[src/rtl/uc_pkg.sv]
// uc_pkg: shared opcodes, FSM states, instruction field positions and mux polarity for unidad_control
package uc_pkg;
  typedef enum logic [3:0] {
    OP_NOP  = 4'd0,
    OP_ALU  = 4'd1,
    OP_ALUI = 4'd2,
    OP_SHF  = 4'd3,
    OP_LD   = 4'd4,
    OP_ST   = 4'd5
  } op_e;
  typedef enum logic [1:0] {
    S_IDLE = 2'd0,
    S_EXEC = 2'd1,
    S_MEM  = 2'd2
  } state_e;
  // Field tops measured down from the instruction MSB: field = ir[IW-OFS -: width]
  localparam int OP_OFS  = 1;
  localparam int DST_OFS = 5;
  localparam int SA_OFS  = 7;
  localparam int SB_OFS  = 9;
  localparam int HS_OFS  = 11;
  localparam int FN_OFS  = 13;
  localparam logic MB_CONST = 1'b1;
  localparam logic MF_ALU   = 1'b1;
  localparam logic MD_FUNC  = 1'b1;
  function automatic logic op_is_mem(input logic [3:0] op);
    return op == OP_LD || op == OP_ST;
  endfunction
endpackage

[src/rtl/uc_decode.sv]
// uc_decode: combinational decode of the latched instruction into datapath selects and an op classification
module uc_decode
  import uc_pkg::*;
#(
  parameter int M  = 8,
  parameter int IW = 16 + M
) (
  input  logic [IW-1:0] ir_i,
  output logic [1:0]    a_sel_o,
  output logic [1:0]    b_sel_o,
  output logic [1:0]    dst_sel_o,
  output logic [1:0]    h_sel_o,
  output logic [3:0]    g_sel_o,
  output logic [M-1:0]  cons_o,
  output logic          mb_sel_o,
  output logic          md_sel_o,
  output logic          mf_sel_o,
  output logic          is_rf_o,
  output logic          is_mem_o,
  output logic          is_write_o,
  output logic          is_illegal_o
);
  logic [3:0] op;
  assign op        = ir_i[IW-OP_OFS -: 4];
  assign dst_sel_o = ir_i[IW-DST_OFS -: 2];
  assign a_sel_o   = ir_i[IW-SA_OFS -: 2];
  assign b_sel_o   = ir_i[IW-SB_OFS -: 2];
  assign h_sel_o   = ir_i[IW-HS_OFS -: 2];
  assign g_sel_o   = ir_i[IW-FN_OFS -: 4];
  assign cons_o    = ir_i[M-1:0];
  always_comb begin
    is_rf_o      = op == OP_ALU || op == OP_ALUI || op == OP_SHF;
    is_mem_o     = op_is_mem(op);
    is_write_o   = op == OP_ST;
    is_illegal_o = op > OP_ST;
    mb_sel_o     = op == OP_ALUI ? MB_CONST : ~MB_CONST;
    mf_sel_o     = (op == OP_ALU || op == OP_ALUI) ? MF_ALU : ~MF_ALU;
    // Only register-writing ops route the function bus; LD (and idle NOP) select Data_IN
    md_sel_o     = is_rf_o ? MD_FUNC : ~MD_FUNC;
  end
endmodule

[src/rtl/unidad_control.sv]
// unidad_control: multi-cycle control FSM for the 4-register datapath with memory handshake and timeout
module unidad_control
  import uc_pkg::*;
#(
  parameter int M  = 8,
  parameter int IW = 16 + M,
  parameter int TO = 15
) (
  input  logic          clk,
  input  logic          rst,
  input  logic [IW-1:0] instr,
  input  logic          instr_valid,
  output logic          instr_ready,
  output logic [1:0]    A_sel,
  output logic [1:0]    B_sel,
  output logic [1:0]    Dest_sel,
  output logic [1:0]    H_sel,
  output logic [3:0]    G_sel,
  output logic [M-1:0]  Cons_IN,
  output logic          MB_sel,
  output logic          MD_sel,
  output logic          MF_sel,
  output logic          Load_en,
  input  logic [3:0]    Tags,
  output logic          mem_req,
  output logic          mem_we,
  input  logic          mem_ack,
  output logic          done,
  output logic          err,
  output logic [3:0]    flags
);
  localparam int CW = TO > 1 ? $clog2(TO) : 1;
  state_e        state_q, state_d;
  logic [IW-1:0] ir_q, ir_d;
  logic [3:0]    flags_q, flags_d;
  logic [CW-1:0] cnt_q, cnt_d;
  logic          is_rf, is_mem, is_write, is_illegal;
  logic          accept, in_exec, in_mem, expired, mem_fin;
  uc_decode #(.M(M), .IW(IW)) u_dec (
    .ir_i(ir_q),
    .a_sel_o(A_sel),
    .b_sel_o(B_sel),
    .dst_sel_o(Dest_sel),
    .h_sel_o(H_sel),
    .g_sel_o(G_sel),
    .cons_o(Cons_IN),
    .mb_sel_o(MB_sel),
    .md_sel_o(MD_sel),
    .mf_sel_o(MF_sel),
    .is_rf_o(is_rf),
    .is_mem_o(is_mem),
    .is_write_o(is_write),
    .is_illegal_o(is_illegal)
  );
  always_comb begin
    in_exec     = state_q == S_EXEC;
    in_mem      = state_q == S_MEM && is_mem;
    instr_ready = state_q == S_IDLE;
    accept      = instr_ready && instr_valid;
    // A same-cycle ack beats the timeout
    expired     = in_mem && !mem_ack && cnt_q == CW'(TO - 1);
    mem_fin     = in_mem && (mem_ack || expired);
    mem_req     = in_mem;
    mem_we      = in_mem && is_write;
    Load_en     = (in_exec && is_rf) || (in_mem && mem_ack && !is_write);
    done        = in_exec || mem_fin;
    err         = (in_exec && is_illegal) || expired;
    flags       = flags_q;
    ir_d        = accept ? instr : ir_q;
    flags_d     = in_exec && is_rf ? Tags : flags_q;
    cnt_d       = in_mem ? cnt_q + 1'b1 : '0;
    state_d     = accept ? (op_is_mem(instr[IW-OP_OFS -: 4]) ? S_MEM : S_EXEC) :
                  (in_exec || mem_fin || state_q == S_MEM && !is_mem) ? S_IDLE : state_q;
  end
  always_ff @(posedge clk) begin
    if (rst) begin
      state_q <= S_IDLE;
      ir_q    <= '0;
      flags_q <= '0;
      cnt_q   <= '0;
    end else begin
      state_q <= state_d;
      ir_q    <= ir_d;
      flags_q <= flags_d;
      cnt_q   <= cnt_d;
    end
  end
endmodule

[config.mk]
export PLATFORM = sky130hd
export DESIGN_NAME = unidad_control
export DESIGN_NICKNAME = d
export VERILOG_FILES = /design/src/rtl/uc_pkg.sv /design/src/rtl/uc_decode.sv /design/src/rtl/unidad_control.sv
export SDC_FILE = /design/constraint.sdc
export NUM_CORES = 1
export LEC_CHECK = 0
export CELL_PAD_IN_SITES_DETAIL_PLACEMENT = 0
export CELL_PAD_IN_SITES_GLOBAL_PLACEMENT = 2
export CORE_UTILIZATION = 26
export CTS_BUF_LIST = sky130_fd_sc_hd__clkbuf_8
export DETAILED_ROUTE_END_ITERATION = 7
export PLACE_DENSITY_LB_ADDON = 0.15
export SYNTH_ARGS = -nofsm -noshare
export SYNTH_HDL_FRONTEND = slang
export SYNTH_SLANG_ARGS = --single-unit
[constraint.sdc]
create_clock -name clk -period 2 [get_ports clk]
set_input_delay 0.4 -clock clk [delete_from_list [all_inputs] [get_ports clk]]
set_output_delay 0.4 -clock clk [all_outputs]
set_load 0.01 [all_outputs]
==> results.toml, run 1 <==
[outcome]
status = "completed"

[layout]
drive_gt1_share_pct = 12.6
fin_nets = 279
diodes = 0
final_cell_mix = "clkdlybuf4s50_1, nand2_1, dfxtp_1, a21oi_1, buf_4"
final_cell_area_sq_um = 2280
finalCoreUtilization_pct = 40.5
syn2layout_area_growth_pct = 45.7
final_common_cell = "clkdlybuf4s50_1"
nFillCells = 576

[worst_setup_path]
critPathArrivalTime_ns = 1.53
cp_max_fo = 5
worstSetupPathType = "reg -> out"
r2r_setup_slack_ns = 0.63
reg2reg_depth = 5
worstSetupEndpointType = "output port"
required_ns = 1.60
cp-start-kind = "flip-flop"
r2r_end = "state_q[0]"
r2r_start = "state_q[0]"

[timing]
fin_crit_sh_pct = 96.7
rsz0062_at_grt = "no"
worstMarginPinSlew_ns = 0.298
maxSlewHeadroom_pct = 80.1
fmax_mhz = 517
setup_viol = 0
setup_tns_ns = 0
hold_slack_ns = 0.435
drv_slew = 0
period_needed_ns = 1.93
finClkSkew_ns = 0.00805
final-hold-violation-count = 0

[floorplanning]
core.rowCount = 27
die_h_um = 79.7
die_w_um = 79.7
initial_core_util_pct = 27.8
die_area_sq_um = 6340
io_pins = 65
core_sq_um = 5640

[run]
cap_violations = 0

[grt]
grt_pass1_vias = 1351
grt_pass1_wl_mm = 6.28
antenna_found_initial = 0
grt_max_degree = 35
grt-ovfl-total = 0
track_usage_pct = 13.0

[placement]
place_area_sq_um = 2180
port_buffers = 64
dp_hpwl_mm = 2.85
finalWeightedCongestion = 0.739

[synth]
yosysSeqAreaShare_pct = 43.4
synth_area_leaders = "dfxtp_1, nand2_1, buf_4, a21oi_1, buf_6"
syn_inst = 191
syn_avg_cell_area_sq_um = 8.21
ys_ff_latch = 34
synth_nets = 225
yosys.area.top_type = "dfxtp_1"
synth_top_area_share_pct = 43.4
yosysWarningCount = 0
synth.distinct_cells = 30
syn_area_sq_um = 1570

[detailed_routing]
wire_per_inst_um = 12.2
dr.pass1.iters = 4
drc = 0
vias = 1386
ant_nets = 0
routed_wl_mm = 3.87
post_drt_via_cell_ratio = 4.36
drt_iter0_drc = 51

[clock_network]
numCtsBuffers = 5
path_clk_slew_ns = 0.07
htreeDepth = 2
cts_tree = "built"
clk_latency_ns = 0.28
cts_num_sinks = 34
root_buffer = "clkbuf_8"
cts_buffer_depth = 2
ctsHoldBuffers = 0

[power_and_ir_drop]
p_per_area_nw_per_um2 = 672
p_leak_nw = 0.884
ir_drop_uv = 267
p_total_mw = 1.54

[hold_path]
hp-start = "cnt_q[0]"
min_to = "cnt_q[0]"
whs_path_depth = 1
hold_path.class = "reg -> reg"
flip-flops by register name (all words and copies together), names as in the netlist:
| signal | cells |
|---|---|
| flags | 4 |
| state_q | 2 |
| ir_q | 24 |
| cnt_q | 4 |
through the flow:
step | worst slack [ns] | std cells
after global placement | -0.0799 | 309
after detailed placement | -0.0969 | 309
after global routing | 0.00268 | 318
after CTS | 0.00650 | 317
after floorplan | 0.443 | 191
final | 0.0655 | 318
synthesized netlist by cell type:
master	n
or3b_1	1
a222oi_1	1
nor3_1	4
buf_1	1
xor2_1	1
a21oi_1	29
o31ai_1	4
o2bb2ai_1	1
ha_1	2
buf_6	5
and2b_1	2
nor3b_4	1
and3_1	1
buf_4	20
nor3b_1	1
nand3_1	2
dfxtp_1	34
nor2_1	7
o32ai_2	1
inv_1	3
clkbuf_1	4
nand4_1	4
buf_2	2
xnor2_1	2
or2_2	2
and4bb_1	1
o21ai_1	2
nand2_1	50
a31oi_1	1
nand2b_1	2
cell type report:
type / count / area (sq um) / share of cell area, %
clock inverter: 2 / 8.76 / 0.383
sequential: 34 / 682 / 29.8
multi-input combinational: 122 / 654 / 28.6
clock buffer: 6 / 82.6 / 3.61
tap: 72 / 90.1 / 3.94
timing repair buffer: 79 / 756 / 33.1
inverter: 3 / 11.3 / 0.493
power breakdown:
part / total [mW] / switching [mW] / internal, mW
Sequential: 0.730 / 0.0195 / 0.710
Combinational: 0.297 / 0.128 / 0.169
Clock: 0.509 / 0.237 / 0.272
Total: 1.54 / 0.385 / 1.15
how the worst max path moves through the flow:
stage | to | startpoint | slack, ns
global placement | err | mem_ack | -0.08
finish | mem_we | ir_q[23] | 0.07
global route | MB_sel | ir_q[23] | 0.003
CTS | err | ir_q[23] | 0.006
detailed placement | done | mem_ack | -0.1
floorplan | err | state_q[1] | 0.44
logic make-up (layout without fill, tap and decap cells):
kind of cell / after synthesis / count (layout) / share of synthesized area [%]
buffers and inverters: 35 / 90 / 15.7
adders and majority gates: 2 / 2 / 1.60
xor gates and xnor gates: 3 / 3 / 1.68
and+or+nand+nor: 78 / 78 / 23.1
DFF: 34 / 34 / 43.4
AOI/OAI and AO/OA: 39 / 39 / 14.4
worst max-delay path, cell delays in order, from the launching register on:
cell	delay, ns
dfxtp_1	0.35
and4bb_2	0.34
nand2b_4	0.08
buf_4	0.15
nor2_1	0.09
clkdlybuf4s15_1	0.24
routing by layer:
metal | wire (um) | GRT usage (%) | vias to the layer above | share of wire [%]
li1 | - | - | 722 | -
met1 | 1660 | 15.6 | 619 | 43
met2 | 1930 | 21.6 | 39 | 50
met3 | 240 | 4.34 | 6 | 6.2
met4 | 48 | 4.36 | 0 | 1.2
met5 | 0 | 0 | - | 0
what timing repair did:
action | 4_1_cts | 5_1_grt
pin swaps | 1 | 2
endpoints found under the setup margin | 7 | 6
gates cloned | 0 | 0
gates resized for setup | 10 | 5
setup buffers | 0 | 1
Power figures use the tool's default switching activity.
==> inputs of run 2 (changes only) <==
--- a/config.mk
+++ b/config.mk
@@ -7,6 +7,7 @@
 export LEC_CHECK = 0
 export CELL_PAD_IN_SITES_DETAIL_PLACEMENT = 0
 export CELL_PAD_IN_SITES_GLOBAL_PLACEMENT = 2
+export CORE_MARGIN = 2
 export CORE_UTILIZATION = 26
 export CTS_BUF_LIST = sky130_fd_sc_hd__clkbuf_8
 export DETAILED_ROUTE_END_ITERATION = 7
==> run 2 against run 1 <==
Clock power decreased by 11%. Worst hold slack improved by 0.0063 ns. Worst setup slack gained 0.012 ns. Maximum frequency grew 0.64%. Critical path type unchanged. Die area increased by 5.1%. Via count up 0.65%. Sequential share of layout area rose by 0.39 points. Critical path depth unchanged. Register-to-register slack about the same. Power decreased by 3.6%.
==> results.toml, run 2 (same netlist as run 1, synthesis figures left out) <==
[outcome]
status = "completed"

[clock_network]
cts_num_sinks = 34
clk_latency_ns = 0.28
ctsHoldBuffers = 0
htreeDepth = 2
cts_tree = "built"
root_buffer = "clkbuf_8"
cts_buffer_depth = 2
numCtsBuffers = 5
path_clk_slew_ns = 0.06

[floorplanning]
die_h_um = 81.7
die_w_um = 81.7
die_area_sq_um = 6670
core.rowCount = 28
io_pins = 65
initial_core_util_pct = 26.6
core_sq_um = 5890

[worst_setup_path]
slowest_stage = "dfxtp_2"
worstSetupPathType = "reg -> out"
max_stage_delay_ns = 0.34
required_ns = 1.60
cp-start-kind = "flip-flop"
reg2reg_depth = 5
cp_max_fo = 5
worstSetupEndpointType = "output port"
crit_chain = "and4bb_1, nand2b_1, buf_4, o32ai_2, buf_2"
critPathArrivalTime_ns = 1.52

[layout]
regArea_sq_um = 684
layout.cells.non_filler = 321
final_common_cell = "clkdlybuf4s50_1"
largest_register_ffs = 24
drive_gt1_share_pct = 12.2
regMostFlops = "ir_q"
nFillCells = 605
final_cell_mix = "clkdlybuf4s50_1, nand2_1, dfxtp_1, a21oi_1, buf_4"
multi_input_area_sq_um = 641
syn2layout_area_growth_pct = 44.4
fin_nets = 280
final_cell_area_sq_um = 2260
diodes = 0
finalCoreUtilization_pct = 38.5

[grt]
grt_pass1_wl_mm = 6.24
antenna_found_initial = 0
track_usage_pct = 12.4
grt_max_degree = 17
grt_pass1_vias = 1364
grt-ovfl-total = 0

[power_and_ir_drop]
p_per_area_nw_per_um2 = 654
p_total_mw = 1.48
p_leak_nw = 0.886
ir_drop_uv = 241

[timing]
finClkSkew_ns = 0.00873
drv_slew = 0
finalWorstSetupSlack_ns = 0.0778
hold_slack_ns = 0.441
rsz0062_at_grt = "yes"
worstMarginPinSlew_ns = 0.535
setup_viol = 0
maxSlewHeadroom_pct = 64.2
fmax_mhz = 520
period_needed_ns = 1.92
fin_crit_sh_pct = 96.1
setup_tns_ns = 0
final-hold-violation-count = 0

[detailed_routing]
ant_nets = 0
post_drt_via_cell_ratio = 4.35
wire_per_inst_um = 12.3
routed_wl_mm = 3.96
vias = 1395
drt_iter0_drc = 44
dr.pass1.iters = 4
drc = 0

[placement]
place_ws_ns = -0.121
place_area_sq_um = 2190
port_buffers = 64
finalWeightedCongestion = 0.801
dp_hpwl_mm = 3.08
place_inst = 313

[hold_path]
hold_path.class = "reg -> reg"
whs_path_depth = 1

[run]
cap_violations = 0
==> run 2: worst paths after layout <==
path | endpoint | slack, ns | from
min reg2reg | cnt_q[0] | 0.44 | cnt_q[0]
max reg2reg | state_q[0] | 0.63 | state_q[0]
max | err | 0.08 | ir_q[23]
min | cnt_q[0] | 0.44 | cnt_q[0]
==> run 2: final cells by class <==
cell class              count  share of cell area [%]
repair buffers             80                    33.4
flip-flops and latches     34                    30.2
multi-input cells         122                    28.3
well taps                  75                    4.15
clock buffers               5                    3.04
inverters                   3                   0.498
clock inverters             2                   0.332
==> run 2: layer usage <==
layer / up-vias / GRT usage (%) / part of all wire (%)
li1: 724 / - / -
met1: 631 / 13.8 / 43
met2: 38 / 22.2 / 51
met3: 2 / 3.85 / 5.8
met4: 0 / 4.17 / 0.40
met5: - / 0 / 0
==> run 2: power by group <==
group / switching [mW] / leakage (nW) / internal, mW
clock: 0.225 / 0.0466 / 0.229
sequential: 0.0189 / 0.279 / 0.711
combinational: 0.129 / 0.560 / 0.169
total: 0.372 / 0.886 / 1.11
==> run 2: timing repair <==
item,4_1_cts,5_1_grt
gates resized for setup,11,4
pin swaps,0,2
setup endpoints to repair,7,3
buffers inserted,1,0
cloned,0,0
==> run 2: worst max-delay path: cells and delay by family, from the launching register on <==
kind	cells	cell delay, ns
flip-flops	1	0.34
AO/OA/AOI/OAI	1	0.18
AND/OR/NAND/NOR	2	0.40
buffers and inverters	2	0.33
==> inputs of run 3 (changes only) <==
--- a/config.mk
+++ b/config.mk
@@ -7,11 +7,14 @@
 export LEC_CHECK = 0
 export CELL_PAD_IN_SITES_DETAIL_PLACEMENT = 0
 export CELL_PAD_IN_SITES_GLOBAL_PLACEMENT = 2
+export CORE_ASPECT_RATIO = 1.4
 export CORE_MARGIN = 2
 export CORE_UTILIZATION = 26
 export CTS_BUF_LIST = sky130_fd_sc_hd__clkbuf_8
 export DETAILED_ROUTE_END_ITERATION = 7
 export PLACE_DENSITY_LB_ADDON = 0.15
+export RECOVER_POWER = 100
 export SYNTH_ARGS = -nofsm -noshare
 export SYNTH_HDL_FRONTEND = slang
 export SYNTH_SLANG_ARGS = --single-unit
+export TNS_END_PERCENT = 1
==> run 3 against run 2 <==
Global-route usage is 0.11 points higher. Via count is 1.8% higher. Critical path depth is 1 lower. Worst setup slack worse by 0.034 ns. Core utilization is 0.13 points lower. Power is 2.7% higher. Clock-buffer cell count is 1 higher. Clock skew is 0.0046 ns lower. Maximum frequency is 1.7% lower. Non-clock buffer count is 2 lower. Worst hold slack better by 0.0035 ns. Sequential share of layout area is 0.16 points higher. Critical path type is now in -> out. Largest cell class unchanged.
==> results.toml, run 3 (same netlist as run 1, synthesis figures left out) <==
[timing]
finClkSkew_ns = 0.00415
finalWorstSetupSlack_ns = 0.0439
worstMarginPinSlew_ns = 0.587
setup_tns_ns = 0
final-hold-violation-count = 0
maxSlewHeadroom_pct = 60.8
fmax_mhz = 511
setup_viol = 0
period_needed_ns = 1.96
fin_crit_sh_pct = 97.8
drv_slew = 0
rsz0062_at_grt = "yes"

[detailed_routing]
met1_length_mm = 1.55
post_drt_via_cell_ratio = 4.51
dr.pass1.iters = 4
met3WireLength_um = 203
route.met2.wl_mm = 2.12
drt_iter0_drc = 51
vias = 1420
wire_per_inst_um = 12.5
drc = 0
routed_wl_mm = 3.93
top_layer = "met4"
ant_nets = 0

[worst_setup_path]
cp-start-kind = "primary input"
worstSetupPathType = "in -> out"
crit_chain = "dlygate4sd3_1, a31oi_1, o21ai_1, dlygate4sd2_1"
required_ns = 1.60
cp_max_fo = 3
max_stage_delay_ns = 0.58
worstSetupEndpointType = "output port"
critPathArrivalTime_ns = 1.56
slowest_stage = "dlygate4sd3_1"

[layout]
nFillCells = 621
fin_nets = 278
largest_register_ffs = 24
regMostFlops = "ir_q"
drive_gt1_share_pct = 10.6
syn2layout_area_growth_pct = 43.3
finalCoreUtilization_pct = 38.3
final_cell_area_sq_um = 2250
final_common_cell = "nand2_1"
diodes = 0
final_cell_mix = "nand2_1, dfxtp_1, a21oi_1, clkdlybuf4s50_1, dlygate4sd3_1"

[grt]
track_usage_pct = 12.5
grt_max_degree = 35
antenna_found_initial = 0
grt-ovfl-total = 0
grt_pass1_vias = 1533
grt_pass1_wl_mm = 6.58

[power_and_ir_drop]
ir_drop_uv = 315
p_per_area_nw_per_um2 = 677
p_total_mw = 1.52
p_leak_nw = 0.939

[clock_network]
htreeDepth = 2
root_buffer = "clkbuf_8"
cts_buffer_depth = 2
post_cts_buffers = 0
numCtsBuffers = 5
clk_latency_ns = 0.28
path_clk_slew_ns = 0.07
cts_tree = "built"
cts_num_sinks = 34

[placement]
finalWeightedCongestion = 0.734
place_area_sq_um = 2180
dp_hpwl_mm = 3.01
port_buffers = 64
place_ws_ns = -0.123

[run]
cap_violations = 0

[floorplanning]
die_area_sq_um = 6680
die_w_um = 69.6
die_h_um = 95.9
io_pins = 65
core_sq_um = 5860
initial_core_util_pct = 26.7
core.rowCount = 33

[hold_path]
hold_path.class = "reg -> reg"

[outcome]
status = "completed"
run 3: cell types whose count changed in the layout (fill, tap and decap cells not counted), sizes merged:
cell           previous run  this run
buf                      17        12
clkbuf                    6        10
clkdlybuf4s15             0         1
clkdlybuf4s50            57        29
clkinv                    0         1
dlygate4sd3               0        27
inv                       5         4
run 3: through the flow:
stage / std cells / hold slack (ns)
after floorplan: 191 / 0.437
after global placement: 307 / 0.441
after detailed placement: 307 / 0.451
after CTS: 315 / 0.461
after global routing: 315 / 0.463
final: 315 / 0.444
run 3: worst paths after layout:
kind / startpoint / depth (start not counted) / endpoint / slack (ns)
setup / recovery: mem_ack / 4 / done / 0.04
hold / removal: cnt_q[0] / 1 / cnt_q[0] / 0.44
setup reg to reg: state_q[0] / 5 / state_q[0] / 0.48
hold reg to reg: cnt_q[0] / 1 / cnt_q[0] / 0.44
run 3: cell type report:
cell class / count / area (sq um) / area share [%]
Timing Repair Buffer: 78 / 733 / 32.6
Sequential cell: 34 / 683 / 30.4
Multi-Input combinational cell: 122 / 641 / 28.5
Tap cell: 70 / 87.6 / 3.90
Clock buffer: 6 / 82.6 / 3.67
Inverter: 3 / 11.3 / 0.501
Clock inverter: 2 / 8.76 / 0.390
run 3: power by group:
part           total (mW)  switching (mW)  internal, mW
sequential          0.728          0.0179         0.711
clock               0.515           0.243         0.273
combinational       0.278           0.127         0.150
run 3: worst max-delay path: cells and delay by family:
family	cells	cell delay, ns
buffers and inverters	2	0.87
AO/OA/AOI/OAI	2	0.28
run 3: timing repair:
item	in CTS	in global routing
gates resized for setup	12	4
cloned	0	0
hold buffers	0	0
setup endpoints to repair	8	4
run 3: layer usage:
layer | up-vias | track usage [%]
li1 | 723 | -
met1 | 650 | 12.4
met2 | 41 | 23.7
met3 | 6 | 3.98
met4 | 0 | 5.77
met5 | - | 0
==> edit (config.mk and constraints of run 1) <==
Re-encode `state_e` (3 states) as one-hot, 3 bits wide.
--- a/src/rtl/uc_pkg.sv
+++ b/src/rtl/uc_pkg.sv
@@ -9,8 +9,8 @@
     OP_ST   = 4'd5
   } op_e;
-  typedef enum logic [1:0] {
-    S_IDLE = 2'd0,
-    S_EXEC = 2'd1,
-    S_MEM  = 2'd2
+  typedef enum logic [2:0] {
+    S_IDLE = 3'b001,
+    S_EXEC = 3'b010,
+    S_MEM  = 3'b100
   } state_e;
   // Field tops measured down from the instruction MSB: field = ir[IW-OFS -: width]
Formal check against the unedited RTL: no difference found for any inputs over 10 cycles, from zero or initial values and one cycle with rst high; not proved beyond that.
==> edit against run 1 <==
Global-route usage up 0.17 points; worst setup slack lost 57 ps; clock skew fell by 6.9 ps; sequential share of layout area down 0.080 points; cell area grew 3.4%; worst hold slack gained 5.9 ps; power up 2.5%; core utilization decreased by 0.83 points; sequential cell count grew 1; wire length increased by 1.5%; area after synthesis is 2.7% higher; largest power group unchanged.
==> edit: results (changes against run 1) <==
- Outcome: finished clean
- Final wirelength: 3.93 mm (+1.5%)
- FILL cells: 643 (+12%)
- Share of layout cells above drive strength 1: 14.5% (+1.9 points)
- Top area cells in the synthesized netlist: dfxtp_1 44%, nand2_1 11%, buf_4 9.3%
- Hold depth: 1 (unchanged)
- Root Buffer: clkbuf_8
- R2R depth: 5 (unchanged)
- All-layer global routing usage: 13.2% (+0.17 points)
- Vias after detailed routing: 1429 (+3.1%)
- Post-synth ARST share: 0% (unchanged)
- PortBufs: 64 (unchanged)
- Slew at the pin closest to its max-slew limit: 255 ps (-43.7 ps)
- DP HPWL: 2.81 mm (-1.2%)
- Top_reg_cell synth: dfxtp_1
- Critical Path AT: 1590 ps (+60 ps)
- Initial antenna violation count: 0 (unchanged)
- Yosys warns: 0 (unchanged)
- Post-synthesis instance total: 196 (+2.6%)
- H-tree levels: 2 (unchanged)
- Yosys cell types: 32 (+6.7%)
- N_diodes: 0 (unchanged)
- Clock Tree Buf Depth: 2 (unchanged)
- Top reg by flops: ir_q
- Min-delay src: cnt_q[0]
- Top post-synthesis cells by count: 49 x nand2_1, 35 x dfxtp_1, 25 x a21oi_1
- Clock Skew: 1.19 ps (-6.86 ps)
- Avg Vias per Cell: 4.33 (-0.65%)
- Worst VDD drop: 248 µV (-7.3%)
- Seq/Total Area, Yosys: 43.5% (+0.096 points)
- Hold Path Sink: cnt_q[0]
- Placed Cells: 320 (+3.6%)
- Syn Nets: 230 (+2.2%)
- Number of flip-flops in the largest register: 24 (unchanged)
- Reg-to-reg critical path endpoint: flags[1]
- Worst-skew pair later-pin latency: 280 ps (about the same)
- First-pass GRT wire length: 6.53 mm (+3.9%)
- Met1 Use GR: 16.2% (+0.63 points)
- DRT Pass-1 Iters: 4 (unchanged)
- Nets: 290 (+3.9%)
- RD Place Congestion: 0.687 (-7.0%)
- Drt initial violations: 62 (+22%)
- Largest net degree at the start of global routing: 18 (-49%)
- Critical Path Fanout Max: 4 (-1)
- R2r setup slk: 450 ps (-180 ps)
- GR Layer Usage met2: 20.8% (-0.78 points)
- CTS Buf Count: 5 (unchanged)
- HP Class: reg2reg
- R2R Path Start: state_q[1]
- Clock Pin Slew Worst Setup and Hold Paths: 60 ps
- Leak: 0.890 nW (+0.69%)
- GRT met3 Usage: 4.32% (-0.025 points)
## edit: changes by cell type after synthesis, sizes merged, moves of 2 or more
| cell | run 1 | this run |
|---|---|---|
| and2b | 2 | 0 |
| nand2b | 2 | 10 |
| mux2i | 0 | 4 |
| buf | 28 | 25 |
| or2 | 2 | 0 |
| nor3 | 4 | 6 |
| nand4 | 4 | 1 |
| a21oi | 29 | 25 |
| nor2 | 7 | 5 |
| o31ai | 4 | 0 |
| clkbuf | 4 | 8 |
## edit: power breakdown
group          total (mW)  switching, mW  internal (mW)
clock               0.458          0.231          0.227
combinational       0.356          0.155          0.201
sequential          0.761         0.0219          0.739
total                1.57          0.408           1.17
## edit: area by class of cell
type,instances,area (µm²),area share [%]
Tap cell,75,93.8,3.97
Clock inverter,1,3.75,0.159
Inverter,4,15.0,0.636
Sequential cell,35,703,29.8
Timing Repair Buffer,86,787,33.3
Clock buffer,5,68.8,2.91
Multi-Input combinational cell,124,691,29.2
## edit: critical path, cell delays in order (launching register included)
cell	delay, ps
dfxtp_2	330
or3b_4	410
nor4_4	290
o21bai_1	140
buf_2	140
## edit: metrics by stage
stage	power [mW]	setup slack, ps	area (µm²)	hold WS (ps)
CTS	1.61	-4.50	2360	445
detailed placement	1.14	-131	2270	447
global route	1.67	-55.4	2360	462
finish	1.57	8.04	2360	441
floorplan	0.970	271	1610	437
global placement	1.14	-108	2270	442
## edit: cells by family after synthesis
group	share of synthesized area (%)
fa+ha+maj	1.55
mux	2.49
simple gates	24.7
buf+inv	14.1
compound gates	12.0
flops	43.5
xor+xnor	1.63
## edit: how the worst max path moves through the flow
stage / from / to / slack (ps)
2_1_floorplan: ir_q[22] / err / 270
3_3_place_gp: mem_ack / err / -110
3_5_place_dp: mem_ack / err / -130
4_1_cts: state_q[2] / Load_en / -5
5_1_grt: state_q[1] / Load_en / -60
6_report: state_q[1] / Load_en / 8
## edit: layer usage
layer	routed length, µm	up-vias
met5	0	-
li1	-	740
met1	1870	645
met2	1740	37
met4	61	0
met3	264	7
## edit: timing repair
item	CTS	global route
hold buffers	0	0
endpoints found under the setup margin	6	2
setup buffers	2	2
pin swaps	1	1
gates resized for setup	13	4
